**config.mk**
```make
export PLATFORM = sky130hd
export DESIGN_NAME = decode_queue
export DESIGN_NICKNAME = d
export VERILOG_FILES = /design/src/rtl/decode_queue_pkg.sv /design/src/rtl/decode_queue_classify.sv /design/src/rtl/decode_queue.sv
export SDC_FILE = /design/constraint.sdc
export NUM_CORES = 1
export LEC_CHECK = 0
export CAP_MARGIN = 20
export CORE_UTILIZATION = 45
export DETAILED_ROUTE_END_ITERATION = 7
export GPL_TIMING_DRIVEN = 1
export PLACE_DENSITY = 0.8
export SYNTH_ARGS = -nofsm -noshare
export SYNTH_HDL_FRONTEND = slang
export SYNTH_HIERARCHICAL = 1
export SYNTH_SLANG_ARGS = --single-unit
```
**constraint.sdc**
```tcl
create_clock -name clk -period 2.8 [get_ports clk]
set_input_delay 0.56 -clock clk [delete_from_list [all_inputs] [get_ports clk]]
set_output_delay 0.56 -clock clk [all_outputs]
set_load 0.005 [all_outputs]
```
**src/rtl/decode_queue_pkg.sv**
```systemverilog
// Shared decode constants: instruction classes, MIPS opcode/func fields,
// destination-register source encoding and the queue entry layout.
package decode_queue_pkg;

  typedef enum logic [3:0] {
    CLS_ALU_R    = 4'd0,
    CLS_ALU_I    = 4'd1,
    CLS_LOAD     = 4'd2,
    CLS_STORE    = 4'd3,
    CLS_BRANCH   = 4'd4,
    CLS_JUMP     = 4'd5,
    CLS_MD_START = 4'd6,
    CLS_MD_MOVE  = 4'd7,
    CLS_CP0      = 4'd8,
    CLS_TRAP     = 4'd9,
    CLS_NOP      = 4'd10,
    CLS_UNDEF    = 4'd15
  } cls_e;

  typedef enum logic [1:0] {
    A3_ZERO,
    A3_RT,
    A3_RD,
    A3_RA
  } a3_src_e;

  localparam logic [5:0] OP_SPECIAL = 6'h00;
  localparam logic [5:0] OP_REGIMM  = 6'h01;
  localparam logic [5:0] OP_J       = 6'h02;
  localparam logic [5:0] OP_JAL     = 6'h03;
  localparam logic [5:0] OP_BEQ     = 6'h04;
  localparam logic [5:0] OP_BNE     = 6'h05;
  localparam logic [5:0] OP_BLEZ    = 6'h06;
  localparam logic [5:0] OP_BGTZ    = 6'h07;
  localparam logic [5:0] OP_ADDI    = 6'h08;
  localparam logic [5:0] OP_ADDIU   = 6'h09;
  localparam logic [5:0] OP_SLTI    = 6'h0A;
  localparam logic [5:0] OP_SLTIU   = 6'h0B;
  localparam logic [5:0] OP_ANDI    = 6'h0C;
  localparam logic [5:0] OP_ORI     = 6'h0D;
  localparam logic [5:0] OP_XORI    = 6'h0E;
  localparam logic [5:0] OP_LUI     = 6'h0F;
  localparam logic [5:0] OP_COP0    = 6'h10;
  localparam logic [5:0] OP_LB      = 6'h20;
  localparam logic [5:0] OP_LH      = 6'h21;
  localparam logic [5:0] OP_LW      = 6'h23;
  localparam logic [5:0] OP_LBU     = 6'h24;
  localparam logic [5:0] OP_LHU     = 6'h25;
  localparam logic [5:0] OP_SB      = 6'h28;
  localparam logic [5:0] OP_SH      = 6'h29;
  localparam logic [5:0] OP_SW      = 6'h2B;

  localparam logic [5:0] F_SLL     = 6'h00;
  localparam logic [5:0] F_SRL     = 6'h02;
  localparam logic [5:0] F_SRA     = 6'h03;
  localparam logic [5:0] F_SLLV    = 6'h04;
  localparam logic [5:0] F_SRLV    = 6'h06;
  localparam logic [5:0] F_SRAV    = 6'h07;
  localparam logic [5:0] F_JR      = 6'h08;
  localparam logic [5:0] F_JALR    = 6'h09;
  localparam logic [5:0] F_SYSCALL = 6'h0C;
  localparam logic [5:0] F_BREAK   = 6'h0D;
  localparam logic [5:0] F_MFHI    = 6'h10;
  localparam logic [5:0] F_MTHI    = 6'h11;
  localparam logic [5:0] F_MFLO    = 6'h12;
  localparam logic [5:0] F_MTLO    = 6'h13;
  localparam logic [5:0] F_MULT    = 6'h18;
  localparam logic [5:0] F_MULTU   = 6'h19;
  localparam logic [5:0] F_DIV     = 6'h1A;
  localparam logic [5:0] F_DIVU    = 6'h1B;
  localparam logic [5:0] F_ADD     = 6'h20;
  localparam logic [5:0] F_SLTU    = 6'h2B;
  localparam logic [5:0] F_ERET    = 6'h18;

  localparam logic [4:0] RS_MF  = 5'h00;
  localparam logic [4:0] RS_MT  = 5'h04;
  localparam logic [4:0] RS_CO  = 5'h10;

  typedef struct packed {
    logic [31:0] pc;
    cls_e        cls;
    logic [4:0]  a3;
    logic        regwrite;
    logic [31:0] instr;
  } dq_entry_t;

endpackage

```
**src/rtl/decode_queue_classify.sv**
```systemverilog
// Combinational MIPS-I classifier: instruction class, destination
// register and register-file write enable for one instruction word.
module instr_classify
  import decode_queue_pkg::*;
(
  input  logic [31:0] instr,
  output cls_e        cls,
  output logic [4:0]  a3,
  output logic        regwrite
);

  logic [5:0] w_op;
  logic [4:0] w_rs;
  logic [4:0] w_rt;
  logic [4:0] w_rd;
  logic [5:0] w_fn;
  logic       w_unused_shamt;
  a3_src_e    w_src;

  assign w_op = instr[31:26];
  assign w_rs = instr[25:21];
  assign w_rt = instr[20:16];
  assign w_rd = instr[15:11];
  assign w_fn = instr[5:0];
  assign w_unused_shamt = ^instr[10:6];

  always_comb begin
    cls   = CLS_UNDEF;
    w_src = A3_ZERO;
    unique case (w_op)
      OP_SPECIAL: begin
        unique case (w_fn)
          F_SLL: begin
            cls   = (w_rd == 5'd0) ? CLS_NOP : CLS_ALU_R;
            w_src = (w_rd == 5'd0) ? A3_ZERO : A3_RD;
          end
          F_SRL, F_SRA, F_SLLV, F_SRLV, F_SRAV,
          6'h20, 6'h21, 6'h22, 6'h23, 6'h24, 6'h25,
          6'h26, 6'h27, 6'h2A, F_SLTU: begin
            cls   = CLS_ALU_R;
            w_src = A3_RD;
          end
          F_JR:   cls = CLS_JUMP;
          F_JALR: begin
            cls   = CLS_JUMP;
            w_src = A3_RD;
          end
          F_SYSCALL, F_BREAK: cls = CLS_TRAP;
          F_MFHI, F_MFLO: begin
            cls   = CLS_MD_MOVE;
            w_src = A3_RD;
          end
          F_MTHI, F_MTLO: cls = CLS_MD_MOVE;
          F_MULT, F_MULTU, F_DIV, F_DIVU: cls = CLS_MD_START;
          default: cls = CLS_UNDEF;
        endcase
      end
      OP_REGIMM: begin
        unique case (w_rt)
          5'h00, 5'h01: cls = CLS_BRANCH;
          5'h10, 5'h11: begin
            cls   = CLS_BRANCH;
            w_src = A3_RA;
          end
          default: cls = CLS_UNDEF;
        endcase
      end
      OP_J:   cls = CLS_JUMP;
      OP_JAL: begin
        cls   = CLS_JUMP;
        w_src = A3_RA;
      end
      OP_BEQ, OP_BNE, OP_BLEZ, OP_BGTZ: cls = CLS_BRANCH;
      OP_ADDI, OP_ADDIU, OP_SLTI, OP_SLTIU,
      OP_ANDI, OP_ORI, OP_XORI, OP_LUI: begin
        cls   = CLS_ALU_I;
        w_src = A3_RT;
      end
      OP_COP0: begin
        if (w_rs == RS_MF) begin
          cls   = CLS_CP0;
          w_src = A3_RT;
        end else if (w_rs == RS_MT) begin
          cls = CLS_CP0;
        end else if (w_rs == RS_CO && w_fn == F_ERET) begin
          cls = CLS_TRAP;
        end
      end
      OP_LB, OP_LH, OP_LW, OP_LBU, OP_LHU: begin
        cls   = CLS_LOAD;
        w_src = A3_RT;
      end
      OP_SB, OP_SH, OP_SW: cls = CLS_STORE;
      default: cls = CLS_UNDEF;
    endcase
  end

  always_comb begin
    a3 = 5'd0;
    unique case (w_src)
      A3_RT:   a3 = w_rt;
      A3_RD:   a3 = w_rd;
      A3_RA:   a3 = 5'd31;
      default: a3 = 5'd0;
    endcase
  end

  assign regwrite = (w_src != A3_ZERO);

endmodule

```
**src/rtl/decode_queue.sv**
```systemverilog
// Decoded-instruction queue with valid/ready handshakes and a
// multiply/divide busy interlock that holds MD heads while busy.
module decode_queue
  import decode_queue_pkg::*;
#(
  parameter int DEPTH    = 4,
  parameter int MULT_CYC = 5,
  parameter int DIV_CYC  = 10
) (
  input  logic                       clk,
  input  logic                       rst_n,
  input  logic                       flush,
  input  logic                       in_valid,
  output logic                       in_ready,
  input  logic [31:0]                in_instr,
  input  logic [31:0]                in_pc,
  output logic                       out_valid,
  input  logic                       out_ready,
  output logic [31:0]                out_pc,
  output logic [3:0]                 out_cls,
  output logic [4:0]                 out_a3,
  output logic                       out_regwrite,
  output logic [31:0]                out_instr,
  output logic [$clog2(DEPTH):0]     count,
  output logic                       md_busy
);

  localparam int AW = $clog2(DEPTH);
  localparam int CW = AW + 1;
  localparam int BW = $clog2(DIV_CYC + 1);

  dq_entry_t       r_mem [DEPTH];
  logic [AW-1:0]   r_wptr;
  logic [AW-1:0]   r_rptr;
  logic [CW-1:0]   r_count;
  logic [BW-1:0]   r_busy;

  cls_e            w_cls;
  logic [4:0]      w_a3;
  logic            w_rw;
  dq_entry_t       w_head;
  dq_entry_t       w_vis;
  logic            w_empty;
  logic            w_md;
  logic            w_push;
  logic            w_pop;

  instr_classify u_classify (
    .instr    (in_instr),
    .cls      (w_cls),
    .a3       (w_a3),
    .regwrite (w_rw)
  );

  assign w_head  = r_mem[r_rptr];
  assign w_empty = (r_count == '0);
  assign w_md    = (w_head.cls == CLS_MD_START) ||
                   (w_head.cls == CLS_MD_MOVE);
  assign md_busy = (r_busy != '0);

  assign in_ready  = (r_count < CW'(DEPTH));
  assign out_valid = !w_empty && !(w_md && md_busy);
  assign w_push    = in_valid && in_ready && !flush;
  assign w_pop     = out_valid && out_ready && !flush;

  assign w_vis        = w_empty ? '0 : w_head;
  assign out_pc       = w_vis.pc;
  assign out_cls      = w_vis.cls;
  assign out_a3       = w_vis.a3;
  assign out_regwrite = w_vis.regwrite;
  assign out_instr    = w_vis.instr;
  assign count        = r_count;

  always_ff @(posedge clk) begin
    if (w_push) begin
      r_mem[r_wptr] <= '{
        pc:       in_pc,
        cls:      w_cls,
        a3:       w_a3,
        regwrite: w_rw,
        instr:    in_instr
      };
    end
  end

  always_ff @(posedge clk or negedge rst_n) begin
    if (!rst_n) begin
      r_wptr  <= '0;
      r_rptr  <= '0;
      r_count <= '0;
    end else if (flush) begin
      r_wptr  <= '0;
      r_rptr  <= '0;
      r_count <= '0;
    end else begin
      if (w_push) r_wptr <= r_wptr + AW'(1);
      if (w_pop)  r_rptr <= r_rptr + AW'(1);
      if (w_push && !w_pop)      r_count <= r_count + CW'(1);
      else if (!w_push && w_pop) r_count <= r_count - CW'(1);
    end
  end

  // func bit 1 separates div/divu from mult/multu
  always_ff @(posedge clk or negedge rst_n) begin
    if (!rst_n) begin
      r_busy <= '0;
    end else if (w_pop && w_head.cls == CLS_MD_START) begin
      r_busy <= w_head.instr[1] ? BW'(DIV_CYC) : BW'(MULT_CYC);
    end else if (r_busy != '0) begin
      r_busy <= r_busy - BW'(1);
    end
  end

endmodule

```
======== After elaboration in Yosys (flattened, before gate mapping) ========
Memory sizes are Yosys's and may differ from the RTL's.
Cells that the tools add are included.
cells by class
  $lt $le $gt $ge ......................... 1
  add/subtract/negate cells ............... 5
  multiplexer cells ....................... 26
  equal/unequal tests ..................... 61
  reductions and logical operators ........ 42
operators with widths
  kind                number
  $eq 6x6->1 const B  18
  $mux 74             1
  $eq 6x4->1 const B  12
  $eq 6x5->1 const B  9
  $eq 6x3->1 const B  7
  $pmux 4 s8          1
  $mux 4              7
  $eq 6x2->1 const B  4
  $pmux 4 s6          1
  $reduce_or 18->1    1
  $reduce_or 4->1     4
  $eq 5x5->1 const B  3
  $logic_not 5->1     3
  $pmux 5 s3          1
  $reduce_or 15->1    1
  $reduce_or 13->1    1
  $logic_not 6->1     2
  $mux 2              6
  $mux 3              4
  $logic_and 1x1->1   10
  $pmux 2 s5          1
  $eq 4x3->1 const B  2
  $reduce_bool 2->1   4
  $reduce_or 2->1     4
  20 further kinds    28
storage, ports and cells
  memories ................................ 1
  output and inout bits ................... 80
  bits of input ports ..................... 69
  memory bits (writable) .................. 296
  register bits ........................... 11
  logic and storage cells ................. 140
memories
  memory  depth  bits a word  read ports  clocked after Yosys merged registers in  write ports  RTL line            RTL
  r_mem   4      74           1           0                                        1            decode_queue.sv:32  dq_entry_t r_mem [DEPTH];

======== Depth between registers and ports, before layout ========
An unclocked memory read counts as a cell.
  depth in word-level cells ............... 12
  depth in mapped cells ................... 10
  mapped depth without buffers ............ 10

======== By module ========
Netlist, hierarchy kept.
modules (own cells, without submodules)
  module          seq. area each (µm²)  times used  area each (µm²)  cells an instance
  decode_queue    9,163.8               1           11,946.5         552
  instr_classify  0.0                   1           643.1            103

======== Worst setup path after synthesis ========
Ideal clock, no wire load.
  kind .................................... in2reg
  start ................................... input in_valid
  end ..................................... memory r_mem[0][0] (netlist name), enable pin
  buffers on the path ..................... 1
  stages .................................. 4
  data arrival time ....................... 2.677 ns
  data required time ...................... 2.359 ns
  setup slack ............................. -0.317 ns
  setup time .............................. 0.441 ns
  cell sequence ........................... nand2b_1 -> clkbuf_1 -> nor2_1 -> and2_1
between the ends
  word-level cells in the longest chain between the ends .. 4
ends and longest elaborated chain
  what                            RTL line            RTL
  from (decl)                     decode_queue.sv:13  input logic in_valid,
  $logic_and 1x1->1 (2 in a row)  decode_queue.sv:63  assign w_push = in_valid && in_ready && !flush;
  $mux 1                          decode_queue.sv:75  if (w_push) begin
  $mux 1 (implied by the code)    decode_queue.sv:76  r_mem[r_wptr] <= '{
  to (decl)                       decode_queue.sv:32
No other way between the ends.

======== Worst setup path after layout ========
  start ................................... register r_rptr[0]
  end ..................................... output out_instr[21]
between the ends
  word-level cells in the longest chain between the ends .. 2
ends and longest elaborated chain
  what                    RTL line            RTL
  from (decl)             decode_queue.sv:34  logic [AW-1:0] r_rptr;
  from (signal assigned)  decode_queue.sv:97  if (w_pop) r_rptr <= r_rptr + AW'(1);
  $mem_v2 4x74            --
  $mux 74                 decode_queue.sv:66  assign w_vis = w_empty ? '0 : w_head;
  to (decl)               decode_queue.sv:23  output logic [31:0] out_instr,
No other way between the ends.

==> impl_metrics.tcl <==
set metrics [dict create \
    outcome "finished, violations left" \
    violations "negative setup slack" \
    async_reset_ff_share_pct 3.583 \
    cp.required_ns 2.24 \
    root_buffer "clkbuf_16" \
    synth_xor_area_share_pct 0.4174 \
    netlist-cell-type-count 58 \
    synth_cells 655 \
    hold_viol_final 0 \
    place.gp.congestion 0.8078 \
    die_y_um 169.3 \
    fin_crit_ns 2.847 \
    synth_area_sq_um 12590 \
    overflow 0 \
    slew_headroom_pct 58.85 \
    syn_area_per_cell_sq_um 19.22 \
    synthTopCellsByArea "edfxtp_1 71%, mux4_2 13%, and2_1 3.9%" \
    fin_nets 976 \
    powerDensity_nw_per_um2 899.0 \
    ys_seq_area_share_pct 72.79 \
    grt_usage_pct 20.39 \
    drt-total-wl_um 28260 \
    clock_skew_ns 0.008512 \
    drt_iter0_markers 670 \
    synthesis.nets 731 \
    area_growth_pct 32.16 \
    crit_family "buffers and inverters" \
    wl_per_cell_um 21.80 \
    crit_chain "buf_12 -> buf_16 -> buf_12 -> buf_6 -> mux4_2 -> and2_4 -> buf_6" \
    worstSetupStartpoint "r_rptr[0]" \
    cp_slowest_stage_delay_ns 0.52 \
    post-route-util_pct 61.22 \
    cp.buffers_inverters 5 \
    first_pass_iters 6 \
    synth_top_area_share_pct 70.60 \
    clock_sinks 307 \
    maxCapViolCount 0 \
    period_share_pct 101.7 \
    cts_tree "built" \
    grt_pass1_vias 7460 \
    hold_buffers 0 \
    setup_violations 10 \
    grt_pass1_wl_um 43400 \
    cts_max_level 2 \
    worstReg2RegStart "r_rptr[0]" \
    yosysTopAreaCell "edfxtp_1" \
    rsz0062_at_grt "yes" \
    final_common_cell "edfxtp_1" \
    synth_seq_cells 307 \
    grt_max_degree 52 \
    synthMuxAreaShare_pct 13.24 \
    ys.flop_type "edfxtp_1" \
    n_fill_cell 2005 \
    startpoint_type "flop" \
    seq_area_sq_um 9171 \
    placed_area_sq_um 14980 \
    synthAdderAreaFrac_pct 0.7553 \
    drc 0 \
    synth-edff-count 296 \
    dieArea_sq_um 28650 \
    clk_path_buf_depth 3 \
    crit_fanout 6 \
    synthSimpleGateAreaFrac_pct 7.464 \
    core-area_sq_um 27180 \
    numCtsBuffers 34 \
    critPathKind "reg2out" \
    start_util_pct 46.33 \
    worstHoldPathType "in2async" \
    finalMaxSlewViolations 0 \
    yosys_warnings 6 \
    multiInputGateArea_sq_um 3334 \
    leakage_nw 5.741 \
    clock_latency_ns 0.50 \
    die_w_um 169.3 \
    antenna_found_initial 0 \
    synth_compound_area_share_pct 3.538 \
    place_ws_ns -0.07279 \
    io_pins 149 \
    crit_path_end_kind "output pin" \
    finalSetupTns_ns -0.1310 \
    holdWs_ns 0.4300 \
    vdd_ir_drop_max_mv 0.5006 \
    post-route-cell-area_sq_um 16640 \
    viasPerCell 5.481 \
    setup_ws_ns -0.04741 \
    fmax_mhz 351.2 \
    tightest_slew_ns 0.6017 \
    worst_path_max_delay_cell "dfrtp_4" \
    diodes 0 \
    hpwlAfterDp_um 16450 \
    ant_nets 0 \
    portBuffers 148 \
    worst_ep_arrival_time_ns 2.29 \
    rows 60 \
    clkTransAtPathRegs_ns 0.06 \
    final_cell_mix "296 x edfxtp_1, 74 x mux4_2, 73 x clkdlybuf4s50_1" \
    drive_gt1_share_pct 34.09 \
    vias 7103 \
    synth_top_family_by_area "multiplexers" \
]
==> layout make-up <==
type	count	area share (%)
Clock inverter	14	0.7370
Clock buffer	46	5.828
Tap cell	372	2.797
Inverter	17	0.3835
Timing Repair Buffer	243	15.09
Multi-Input combinational cell	297	20.04
Sequential cell	307	55.12
==> Yosys cell counts (9+ instances only) <==
| cell type | count |
|---|---|
| nor2_1 | 20 |
| inv_1 | 17 |
| and2_1 | 79 |
| dfrtp_1 | 11 |
| clkbuf_1 | 18 |
| mux4_2 | 74 |
| nand2_1 | 11 |
| o21ai_0 | 11 |
| buf_2 | 11 |
| edfxtp_1 | 296 |
| nor3_1 | 9 |
==> final timing paths <==
kind                                       to  slack [ns]  cells after the start
worst max-delay path            out_instr[21]       -0.05                      7
worst min register to register      r_busy[3]        0.57                      1
worst min-delay path                r_rptr[0]        0.43                      1
min in group clk                    r_busy[3]        0.57                      1
worst max register to register       count[1]        0.01                      9
max in group asynchronous           r_rptr[1]        1.93                      1
==> flip-flops by register name, indices dropped and copies added, names as in the netlist <==
name / count
count: 3
r_busy: 4
r_mem: 296
r_rptr: 2
r_wptr: 2
==> per-layer routing <==
metal  share of wire (%)  GRT usage [%]  vias up
met4                 1.7          5.327        0
met2                  50          34.59      295
met1                  42          27.50     3643
met5                   0              0        -
met3                 7.0          3.358       33
li1                    -              -     3132
==> timing repair <==
action	CTS	global route
cloned	10	0
pin swaps	22	3
setup buffers	33	4
setup endpoints to repair	77	51
gates resized for setup	256	27
==> where the power goes <==
| part | leakage [nW] | internal (mW) | switching, mW |
|---|---|---|---|
| combinational | 2.38 | 3.04 | 2.12 |
| sequential | 2.82 | 5.37 | 0.124 |
| clock | 0.534 | 2.62 | 1.69 |
| total | 5.74 | 11.0 | 3.93 |
==> metrics by stage <==
stage,std cells,total power [mW]
after floorplan,655,7.782
after global placement,1194,9.848
after detailed placement,1194,9.919
after CTS,1297,15.22
after global routing,1296,15.63
final,1296,14.96
==> cell families after synthesis <==
kind of cell,count (synthesis)
AND/OR/NAND/NOR,152
flip-flops,307
XOR/XNOR,6
adder cells (fa/ha/maj),7
AO/OA/AOI/OAI,58
multiplexers,74
buffers and inverters,51
Note: power is estimated with default switching activity, not from simulation.
